===== src/rtl/wbmstr_fsm_pv.sv =====
// rtl/wbmstr_fsm_pv.sv - Wishbone classic master sequencer with ack timeout, saturating error counters, optional TMR state (WBMSTR_FSM_TMR_EN)
module wbmstr_fsm_pv #(
    parameter int                   AddrWidth     = 16,
    parameter int                   DataWidth     = 16,
    parameter int                   TimeoutCycles = 255,
    parameter int                   TimeoutWidth  = 8,
    parameter int                   CntWidth      = 16,
    parameter logic [DataWidth-1:0] ErrData       = {DataWidth{1'b1}},
    parameter int                   StateBitWidth = 3
) (
    input  logic                           clk_i,
    input  logic                           rst_ni,
    input  logic                           dp0_epty_i,
    output logic                           dp0_rd_o,
    input  logic [AddrWidth+DataWidth:0]   dp0_dt_i,
    input  logic                           dp1_full_i,
    output logic                           dp1_wr_o,
    output logic [AddrWidth+DataWidth-1:0] dp1_dt_o,
    output logic [AddrWidth-1:0]           wb_adr_o,
    output logic [DataWidth-1:0]           wb_dat_o,
    input  logic [DataWidth-1:0]           wb_dat_i,
    output logic                           wb_we_o,
    output logic                           wb_stb_o,
    output logic                           wb_cyc_o,
    input  logic                           wb_ack_i,
    input  logic                           wb_err_i,
    input  logic                           cnt_rst_i,
    output logic [CntWidth-1:0]            wrerr_cnt_o,
    output logic [CntWidth-1:0]            rderr_cnt_o,
    output logic [CntWidth-1:0]            tout_cnt_o,
    output logic [CntWidth-1:0]            seu_cnt_o,
    output logic                           busy_o,
    output logic [StateBitWidth-1:0]       state_o
);

    localparam int                      CmdMsb   = AddrWidth + DataWidth;
    localparam logic [TimeoutWidth-1:0] ToutLast = TimeoutWidth'(TimeoutCycles - 1);

    typedef enum logic [StateBitWidth-1:0] {
        ST_IDLE    = StateBitWidth'(0),
        ST_RDFIFO  = StateBitWidth'(1),
        ST_LATCH   = StateBitWidth'(2),
        ST_WBREQ   = StateBitWidth'(3),
        ST_RSPCHK  = StateBitWidth'(4),
        ST_RSPWR   = StateBitWidth'(5),
        ST_SEU_ERR = StateBitWidth'(6)
    } state_e;

    logic [StateBitWidth-1:0]       state_cur, state_d;
    logic                           seu_mismatch;
    logic                           we_q, we_d;
    logic [AddrWidth-1:0]           adr_q, adr_d;
    logic [DataWidth-1:0]           dat_q, dat_d;
    logic [AddrWidth+DataWidth-1:0] rsp_q, rsp_d;
    logic [TimeoutWidth-1:0]        tmo_q, tmo_d;
    logic [CntWidth-1:0]            wrerr_q, wrerr_d, rderr_q, rderr_d;
    logic [CntWidth-1:0]            tout_q, tout_d, seu_q, seu_d;
    logic                           wr_inc, rd_inc, to_inc, seu_inc;
    logic                           tmo_hit, fail, done;

`ifdef WBMSTR_FSM_TMR_EN
    logic [StateBitWidth-1:0] state_a_q, state_b_q, state_c_q;
    // Bitwise majority of the three replicas; any disagreement is an SEU
    assign state_cur    = (state_a_q & state_b_q) | (state_b_q & state_c_q) | (state_a_q & state_c_q);
    assign seu_mismatch = (state_a_q != state_b_q) || (state_b_q != state_c_q);
`else
    logic [StateBitWidth-1:0] state_q;
    assign state_cur    = state_q;
    assign seu_mismatch = 1'b0;
`endif

    function automatic logic [CntWidth-1:0] cnt_next(input logic [CntWidth-1:0] c,
                                                     input logic inc, input logic clr);
        if (clr) return '0;
        if (inc && (c != '1)) return c + CntWidth'(1);
        return c;
    endfunction

    assign tmo_hit = (tmo_q == ToutLast);
    assign fail    = wb_err_i || (!wb_ack_i && tmo_hit);
    assign done    = wb_err_i || wb_ack_i || tmo_hit;

    // Next-state, datapath latch and counter-increment decode
    always_comb begin
        state_d = state_cur;
        we_d    = we_q;
        adr_d   = adr_q;
        dat_d   = dat_q;
        rsp_d   = rsp_q;
        tmo_d   = tmo_q;
        wr_inc  = 1'b0;
        rd_inc  = 1'b0;
        to_inc  = 1'b0;
        seu_inc = seu_mismatch;
        case (state_cur)
            ST_IDLE:   if (!dp0_epty_i) state_d = ST_RDFIFO;
            ST_RDFIFO: state_d = ST_LATCH;
            ST_LATCH: begin
                we_d    = dp0_dt_i[CmdMsb];
                adr_d   = dp0_dt_i[CmdMsb-1:DataWidth];
                dat_d   = dp0_dt_i[DataWidth-1:0];
                tmo_d   = '0;
                state_d = ST_WBREQ;
            end
            ST_WBREQ: begin
                tmo_d = tmo_q + TimeoutWidth'(1);
                if (done) begin
                    // ack wins over a simultaneous timeout, err wins over both
                    to_inc = !wb_err_i && !wb_ack_i;
                    if (we_q) begin
                        wr_inc  = fail;
                        state_d = ST_IDLE;
                    end else begin
                        rd_inc  = fail;
                        rsp_d   = {adr_q, fail ? ErrData : wb_dat_i};
                        state_d = ST_RSPCHK;
                    end
                end
            end
            ST_RSPCHK:  if (!dp1_full_i) state_d = ST_RSPWR;
            ST_RSPWR:   state_d = ST_IDLE;
            ST_SEU_ERR: begin
                seu_inc = 1'b1;
                state_d = ST_IDLE;
            end
            default:    state_d = ST_SEU_ERR;
        endcase
        wrerr_d = cnt_next(wrerr_q, wr_inc,  cnt_rst_i);
        rderr_d = cnt_next(rderr_q, rd_inc,  cnt_rst_i);
        tout_d  = cnt_next(tout_q,  to_inc,  cnt_rst_i);
        seu_d   = cnt_next(seu_q,   seu_inc, cnt_rst_i);
    end

    // State, datapath and counter registers
    always_ff @(posedge clk_i or negedge rst_ni) begin
        if (!rst_ni) begin
`ifdef WBMSTR_FSM_TMR_EN
            state_a_q <= ST_IDLE;
            state_b_q <= ST_IDLE;
            state_c_q <= ST_IDLE;
`else
            state_q   <= ST_IDLE;
`endif
            we_q    <= 1'b0;
            adr_q   <= '0;
            dat_q   <= '0;
            rsp_q   <= '0;
            tmo_q   <= '0;
            wrerr_q <= '0;
            rderr_q <= '0;
            tout_q  <= '0;
            seu_q   <= '0;
        end else begin
`ifdef WBMSTR_FSM_TMR_EN
            state_a_q <= state_d;
            state_b_q <= state_d;
            state_c_q <= state_d;
`else
            state_q   <= state_d;
`endif
            we_q    <= we_d;
            adr_q   <= adr_d;
            dat_q   <= dat_d;
            rsp_q   <= rsp_d;
            tmo_q   <= tmo_d;
            wrerr_q <= wrerr_d;
            rderr_q <= rderr_d;
            tout_q  <= tout_d;
            seu_q   <= seu_d;
        end
    end

    assign dp0_rd_o    = (state_cur == ST_RDFIFO);
    assign dp1_wr_o    = (state_cur == ST_RSPWR);
    assign wb_cyc_o    = (state_cur == ST_WBREQ);
    assign wb_stb_o    = (state_cur == ST_WBREQ);
    assign wb_we_o     = (state_cur == ST_WBREQ) && we_q;
    assign busy_o      = (state_cur != ST_IDLE);
    assign state_o     = state_cur;
    assign wb_adr_o    = adr_q;
    assign wb_dat_o    = dat_q;
    assign dp1_dt_o    = rsp_q;
    assign wrerr_cnt_o = wrerr_q;
    assign rderr_cnt_o = rderr_q;
    assign tout_cnt_o  = tout_q;
    assign seu_cnt_o   = seu_q;

endmodule

===== config.mk =====
export PLATFORM = sky130hd
export DESIGN_NAME = wbmstr_fsm_pv
export DESIGN_NICKNAME = d
export VERILOG_FILES = /design/src/rtl/wbmstr_fsm_pv.sv
export SDC_FILE = /design/constraint.sdc
export NUM_CORES = 1
export LEC_CHECK = 0
export ABC_AREA = 1
export CORE_MARGIN = 4
export CORE_UTILIZATION = 38
export CTS_BUF_LIST = sky130_fd_sc_hd__clkbuf_8
export CTS_CLUSTER_SIZE = 20
export DETAILED_ROUTE_END_ITERATION = 10
export GPL_TIMING_DRIVEN = 0
export PLACE_DENSITY = 0.65
export SYNTH_ARGS = -nofsm -noshare
export SYNTH_HDL_FRONTEND = slang
export SYNTH_SLANG_ARGS = --single-unit

===== constraint.sdc =====
create_clock -name clk_i -period 2.9 [get_ports clk_i]
set_input_delay 0.87 -clock clk_i [delete_from_list [all_inputs] [get_ports clk_i]]
set_output_delay 0.87 -clock clk_i [all_outputs]
set_load 0.05 [all_outputs]

==> results of run 1 <==
-- cell families after synthesis --
kind of cell             Yosys count  share of synthesized area [%]
XOR/XNOR                          26                           3.13
AO/OA/AOI/OAI                     74                           5.53
adder cells (fa/ha/maj)            6                           1.03
AND/OR/NAND/NOR                  601                           35.5
buffers and inverters            121                           6.67
flip-flops                       140                           48.1
-- metal layers --
| layer | wire (um) | track usage, % | up-vias |
|---|---|---|---|
| met5 | 0 | 0 | - |
| met4 | 357 | 5.97 | 0 |
| met3 | 888 | 4.50 | 24 |
| met2 | 9540 | 30.6 | 157 |
| met1 | 9880 | 27.3 | 3249 |
| li1 | - | - | 3542 |
-- metrics by stage --
stage,util (%),std cells,hold slack (ns),setup slack [ns],TNS [ns]
2_1_floorplan,-,968,0.500,0.0423,0
3_3_place_gp,50.6,1394,0.454,-4.99,-697.50
3_5_place_dp,50.7,1395,0.458,0.108,0
4_1_cts,53.0,1427,0.399,0.0103,0
5_1_grt,52.9,1427,0.424,0.00630,0
6_report,52.9,1427,0.387,0.139,0
-- registers in the layout, indices dropped and copies added, names as in the netlist --
register,cells
wb_dat_o,16
wb_adr_o,16
state_o,3
seu_cnt_o,16
wrerr_cnt_o,16
dp1_dt_o,32
tmo_q,8
we_q,1
rderr_cnt_o,16
tout_cnt_o,16
-- how the worst min path moves through the flow --
stage / end / cells after the start / start / slack, ns
after detailed placement: wb_dat_o[1] / 2 / wb_dat_o[1] / 0.46
final: rderr_cnt_o[6] / 1 / rst_ni / 0.39
after floorplan: tmo_q[7] / 2 / tmo_q[7] / 0.50
after global routing: rderr_cnt_o[6] / 1 / rst_ni / 0.42
after CTS: rderr_cnt_o[6] / 1 / rst_ni / 0.40
after global placement: dp1_dt_o[30] / 2 / dp1_dt_o[30] / 0.45
-- worst register-to-register path, cell delays in order (launching register included) --
cell and delay [ns]:
dfrtp_1 0.40, inv_1 0.09, ha_1 0.15, inv_1 0.04
nor2_1 0.24, nand3_1 0.12, nand2_1 0.15, buf_4 0.24
nand2_2 0.09, nor2_4 0.18, buf_4 0.22, nand3_1 0.08
nand2_1 0.09
-- synth_stat cells --
master / number / area [um^2]
o31ai_1: 1 / 7.51
nor2_1: 99 / 372
ha_1: 6 / 75.1
nand2_2: 3 / 18.8
o21bai_1: 10 / 75.1
nand3_2: 2 / 20.0
nand2_1: 330 / 1240
buf_4: 6 / 45.0
nor3_1: 9 / 45.0
xor2_1: 26 / 228
buf_2: 7 / 35.0
or2_2: 2 / 12.5
inv_2: 3 / 11.3
clkinv_1: 1 / 3.75
nor3b_1: 1 / 7.51
o22ai_1: 1 / 6.26
o21ai_1: 3 / 15.0
a31oi_1: 1 / 6.26
nand4_1: 36 / 225
nand3_1: 105 / 526
dfrtp_1: 140 / 3500
nor2_2: 3 / 18.8
nor2_4: 5 / 56.3
buf_1: 3 / 11.3
a21oi_1: 3 / 15.0
nand3b_1: 6 / 45.0
o21a_1: 1 / 7.51
clkbuf_1: 17 / 63.8
o21ai_0: 54 / 270
inv_1: 84 / 315
-- final cells by class --
class / instances / area, um^2
inverters: 88 / 330
clock buffers: 17 / 234
fillers: 1846 / 8830
plain buffers: 33 / 155
multi-input cells: 707 / 3290
well taps: 234 / 293
repair buffers: 193 / 1940
flip-flops and latches: 140 / 3500
clock inverters: 15 / 190
-- report_power, final --
| group | internal, mW | switching (mW) | leakage, nW | total, mW |
|---|---|---|---|---|
| combinational | 1.16 | 2.71 | 2.62 | 3.87 |
| clock | 0.868 | 0.841 | 0.211 | 1.71 |
| sequential | 2.43 | 0.285 | 1.85 | 2.71 |
-- repair_timing --
action                                  CTS  global route
resized for setup                         8             2
setup buffers                             0             0
endpoints found under the setup margin    6             1
==> impl_metrics.tcl, run 1 <==
set metrics [dict create \
    syn_avg_cell_area_um2 7.52 \
    ys_types 30 \
    design_area_um2 9940 \
    critPathMaxFanout 8 \
    synthToLayoutAreaGrowth_pct 36.5 \
    drtAntennaViolNets 0 \
    insertion_delay_ns 0.46 \
    dp_hpwl_mm 15.2 \
    period_minus_slack_ns 2.76 \
    io_pins 193 \
    drc 0 \
    clk_transition_reported_paths_ns 0.10 \
    dr.pass1.iters 5 \
    grt_pass1_vias 6622 \
    fin_skew_ns 0.0159 \
    crit_type "register to output pin" \
    start_util_pct 38.8 \
    cpPeakStageDelay_ns 0.51 \
    drive_gt1_share_pct 5.45 \
    layout.cells.most_common "nand2_1" \
    slowest_stage "dlygate4sd2_1" \
    gp_congestion 0.871 \
    vias_per_cell 4.89 \
    leakagePower_nw 4.68 \
    cts_tree "yes" \
    max_freq_mhz 362 \
    slew_headroom_pct 55.3 \
    rsz0062_at_grt "false" \
    fin_nets 1242 \
    grt_usage_pct 19.6 \
    drt-wirelength-per-cell_um 14.5 \
    htree_levels 4 \
    cts_made_buffers 17 \
    ctsHoldBuffers 0 \
    cp.arrival_ns 1.89 \
    worst_pin_slew_ns 0.670 \
    drv_cap 0 \
    ys_ff_latch 140 \
    period_share_pct 95.2 \
    hold_viol 0 \
    grt_first_pass_wirelength_mm 34.3 \
    start_kind "register" \
    total_power_mw 8.29 \
    syn-num-nets 1030 \
    r2r_slack_ns 0.75 \
    status "finished, final reports clean" \
    antenna_found_initial 0 \
    drt_wl_total_mm 20.7 \
    ys.warnings.count 0 \
    dieArea_um2 21400 \
    cts_num_sinks 140 \
    n_antenna_cell 0 \
    worstSetupStartpoint "state_o[1]" \
    ir_drop_mv 0.434 \
    row_count 50 \
    die_y_um 146 \
    crit-reg2reg-capture "rderr_cnt_o[11]" \
    worstPathRequired_ns 2.03 \
    syn_inst 968 \
    drv_slew 0 \
    path_cells "nand2_1 -> nor2_4 -> buf_4 -> dlygate4sd2_1" \
    dpl_cell_area_um2 9520 \
    dieWidth_um 146 \
    grt.overflow.total 0 \
    cts.root.buffer_cell "clkbuf_8" \
    setup_viol 0 \
    mappedNetlistArea_um2 7280 \
    final_cell_mix "nand2_1, clkdlybuf4s50_1, dfrtp_1" \
    r2r_cells 12 \
    r2r_start "tmo_q[0]" \
    crit_cells 4 \
    io_buffers 192 \
    ys_seq_area_share_pct 48.1 \
    grt_max_degree 79 \
    hold_class "input port to asynchronous set/reset pin" \
    critPathBufInv 2 \
    drt_iter0_markers 370 \
    endpoint "wb_stb_o" \
    clock_path_buffers 2 \
    vias 6972 \
    end_kind "output pin" \
    core-area_um2 18800 \
    cp_top_family "buffers and inverters" \
    power.density_nw_per_um2 834 \
]
(Power assumes the default switching activity.)
==> inputs of run 2 (changes only) <==
Settings changed: CORE_ASPECT_RATIO from default to 0.75.
==> impl_metrics.tcl, run 2 (synthesized netlist as in run 1, its figures left out) <==
set metrics [dict create \
    status "finished, final reports clean" \
    dr.pass1.iters 5 \
    fin_skew_ns 0.0133 \
    cp.arrival_ns 1.85 \
    swShare_pct 47.6 \
    crit_cells 1 \
    dieWidth_um 168 \
    grt_pass1_vias 6729 \
    clock_path_buffers 2 \
    vias 7064 \
    n_antenna_cell 0 \
    cts_num_sinks 140 \
    antenna_found_initial 0 \
    critPathMaxFanout 7 \
    rsz0062_at_grt "false" \
    drt_wl_total_mm 21.8 \
    r2r_cells 12 \
    cts_tree "yes" \
    slowest_stage "clkdlybuf4s50_1" \
    comb_power_share_pct 47.9 \
    period_share_pct 93.7 \
    grt_max_degree 94 \
    ctsHoldBuffers 0 \
    critPathBufInv 1 \
    setup_slack_ns 0.182 \
    hold_class "input port to asynchronous set/reset pin" \
    core-area_um2 18700 \
    switchingPower_mw 3.88 \
    io_pins 193 \
    gp_congestion 0.874 \
    grt_usage_pct 20.7 \
    drt_iter0_markers 616 \
    cts_setup_buffers 0 \
    r2r_slack_ns 0.75 \
    dpl_cell_area_um2 9540 \
    drv_cap 0 \
    setup_viol 0 \
    synthToLayoutAreaGrowth_pct 36.0 \
    worst_pin_slew_ns 0.680 \
    cts_made_buffers 17 \
    clk_transition_reported_paths_ns 0.09 \
    cpPeakStageDelay_ns 0.87 \
    max_freq_mhz 368 \
    final_cell_mix "nand2_1, clkdlybuf4s50_1, dfrtp_1" \
    power.density_nw_per_um2 824 \
    crit_type "register to output pin" \
    grt_first_pass_wirelength_mm 36.0 \
    dpl.cell_count 1408 \
    drt-wirelength-per-cell_um 15.1 \
    largest_reg_flops 32 \
    endpoint "wrerr_cnt_o[13]" \
    cts_resized 8 \
    design_area_um2 9900 \
    sequentialPowerShare_pct 33.3 \
    worstPathRequired_ns 2.03 \
    dieArea_um2 21500 \
    crit-reg2reg-capture "tout_cnt_o[9]" \
    slew_headroom_pct 54.7 \
    cts.root.buffer_cell "clkbuf_8" \
    ir_drop_mv 0.667 \
    period_minus_slack_ns 2.72 \
    cp_top_family "buffers and inverters" \
    vias_per_cell 4.91 \
    row_count 43 \
    drive_gt1_share_pct 5.53 \
    drv_slew 0 \
    layout.cells.most_common "nand2_1" \
    drtAntennaViolNets 0 \
    detailedPlace.worstSlack_ns 0.0752 \
    worstSetupStartpoint "wrerr_cnt_o[13]" \
    pwr-share-clk_pct 18.9 \
    fin_nets 1242 \
    start_kind "register" \
    insertion_delay_ns 0.45 \
    instances_no_fill 1440 \
    htree_levels 4 \
    dp_hpwl_mm 16.1 \
    start_util_pct 39.0 \
    io_buffers 192 \
    r2r_start "tout_cnt_o[1]" \
    leakagePower_nw 4.64 \
    die_y_um 128 \
    p_int_mw 4.28 \
    end_kind "output pin" \
    drc 0 \
    grt.overflow.total 0 \
    path_cells "clkdlybuf4s50_1" \
    hold_viol 0 \
]
==> run 2: cell count changes in the layout (fill, tap and decap cells not counted) <==
cell           change
clkbuf_2           +1
buf_2              -1
clkbuf_4           +1
dlygate4sd2_1      -1
bufinv_16          -2
clkinv_2           +1
inv_6              +2
clkinv_4           -4
clkinvlp_4         +3
==> run 2: cell type report <==
class	count	area [um^2]
Multi-Input combinational cell	707	3290
Clock buffer	17	234
Clock inverter	15	140
Tap cell	247	309
Timing Repair Buffer	193	1940
Buffer	33	155
Sequential cell	140	3500
Inverter	88	330
Fill cell	1791	8770
==> run 2: per-layer routing <==
layer | part of all wire (%) | track usage [%] | up-vias
li1 | - | - | 3529
met1 | 49 | 30.5 | 3301
met2 | 44 | 31.1 | 214
met3 | 5.7 | 4.41 | 20
met4 | 1.3 | 5.06 | 0
met5 | 0 | 0 | -
==> run 2: worst min path at each step <==
stage,start,slack [ns],to,cells past startpoint
2_1_floorplan,tmo_q[7],0.50,tmo_q[7],2
3_3_place_gp,wb_dat_o[14],0.45,wb_dat_o[14],2
3_5_place_dp,wb_dat_o[6],0.46,wb_dat_o[6],2
4_1_cts,rst_ni,0.34,wb_dat_o[14],1
5_1_grt,rst_ni,0.35,wb_dat_o[14],1
6_report,rst_ni,0.33,wb_dat_o[14],1
==> run 2: through the flow <==
step                utilization, %  TNS (ns)  power, mW  hold slack [ns]
floorplan                        -         0       5.25            0.500
global placement              50.9   -698.62       6.68            0.454
detailed placement            51.1         0       6.72            0.458
CTS                           53.1         0       8.26            0.341
global route                  53.0         0       8.65            0.355
finish                        53.0         0       8.16            0.334
==> run 2: power by group through the flow <==
stage          combinational, mW  clock (mW)  sequential [mW]
3_3_place_gp                3.94           0             2.74
5_1_grt                     4.18        1.69             2.78
2_1_floorplan              0.976           0             4.27
3_5_place_dp                3.97           0             2.75
6_report                    3.91        1.54             2.72
4_1_cts                     3.96        1.59             2.71
==> inputs of run 3 (changes only) <==
Settings changed: GPL_ROUTABILITY_DRIVEN from default to 0.
==> results of run 3 <==
No change in the layout: final DEF, timing and power equal those of run 2.
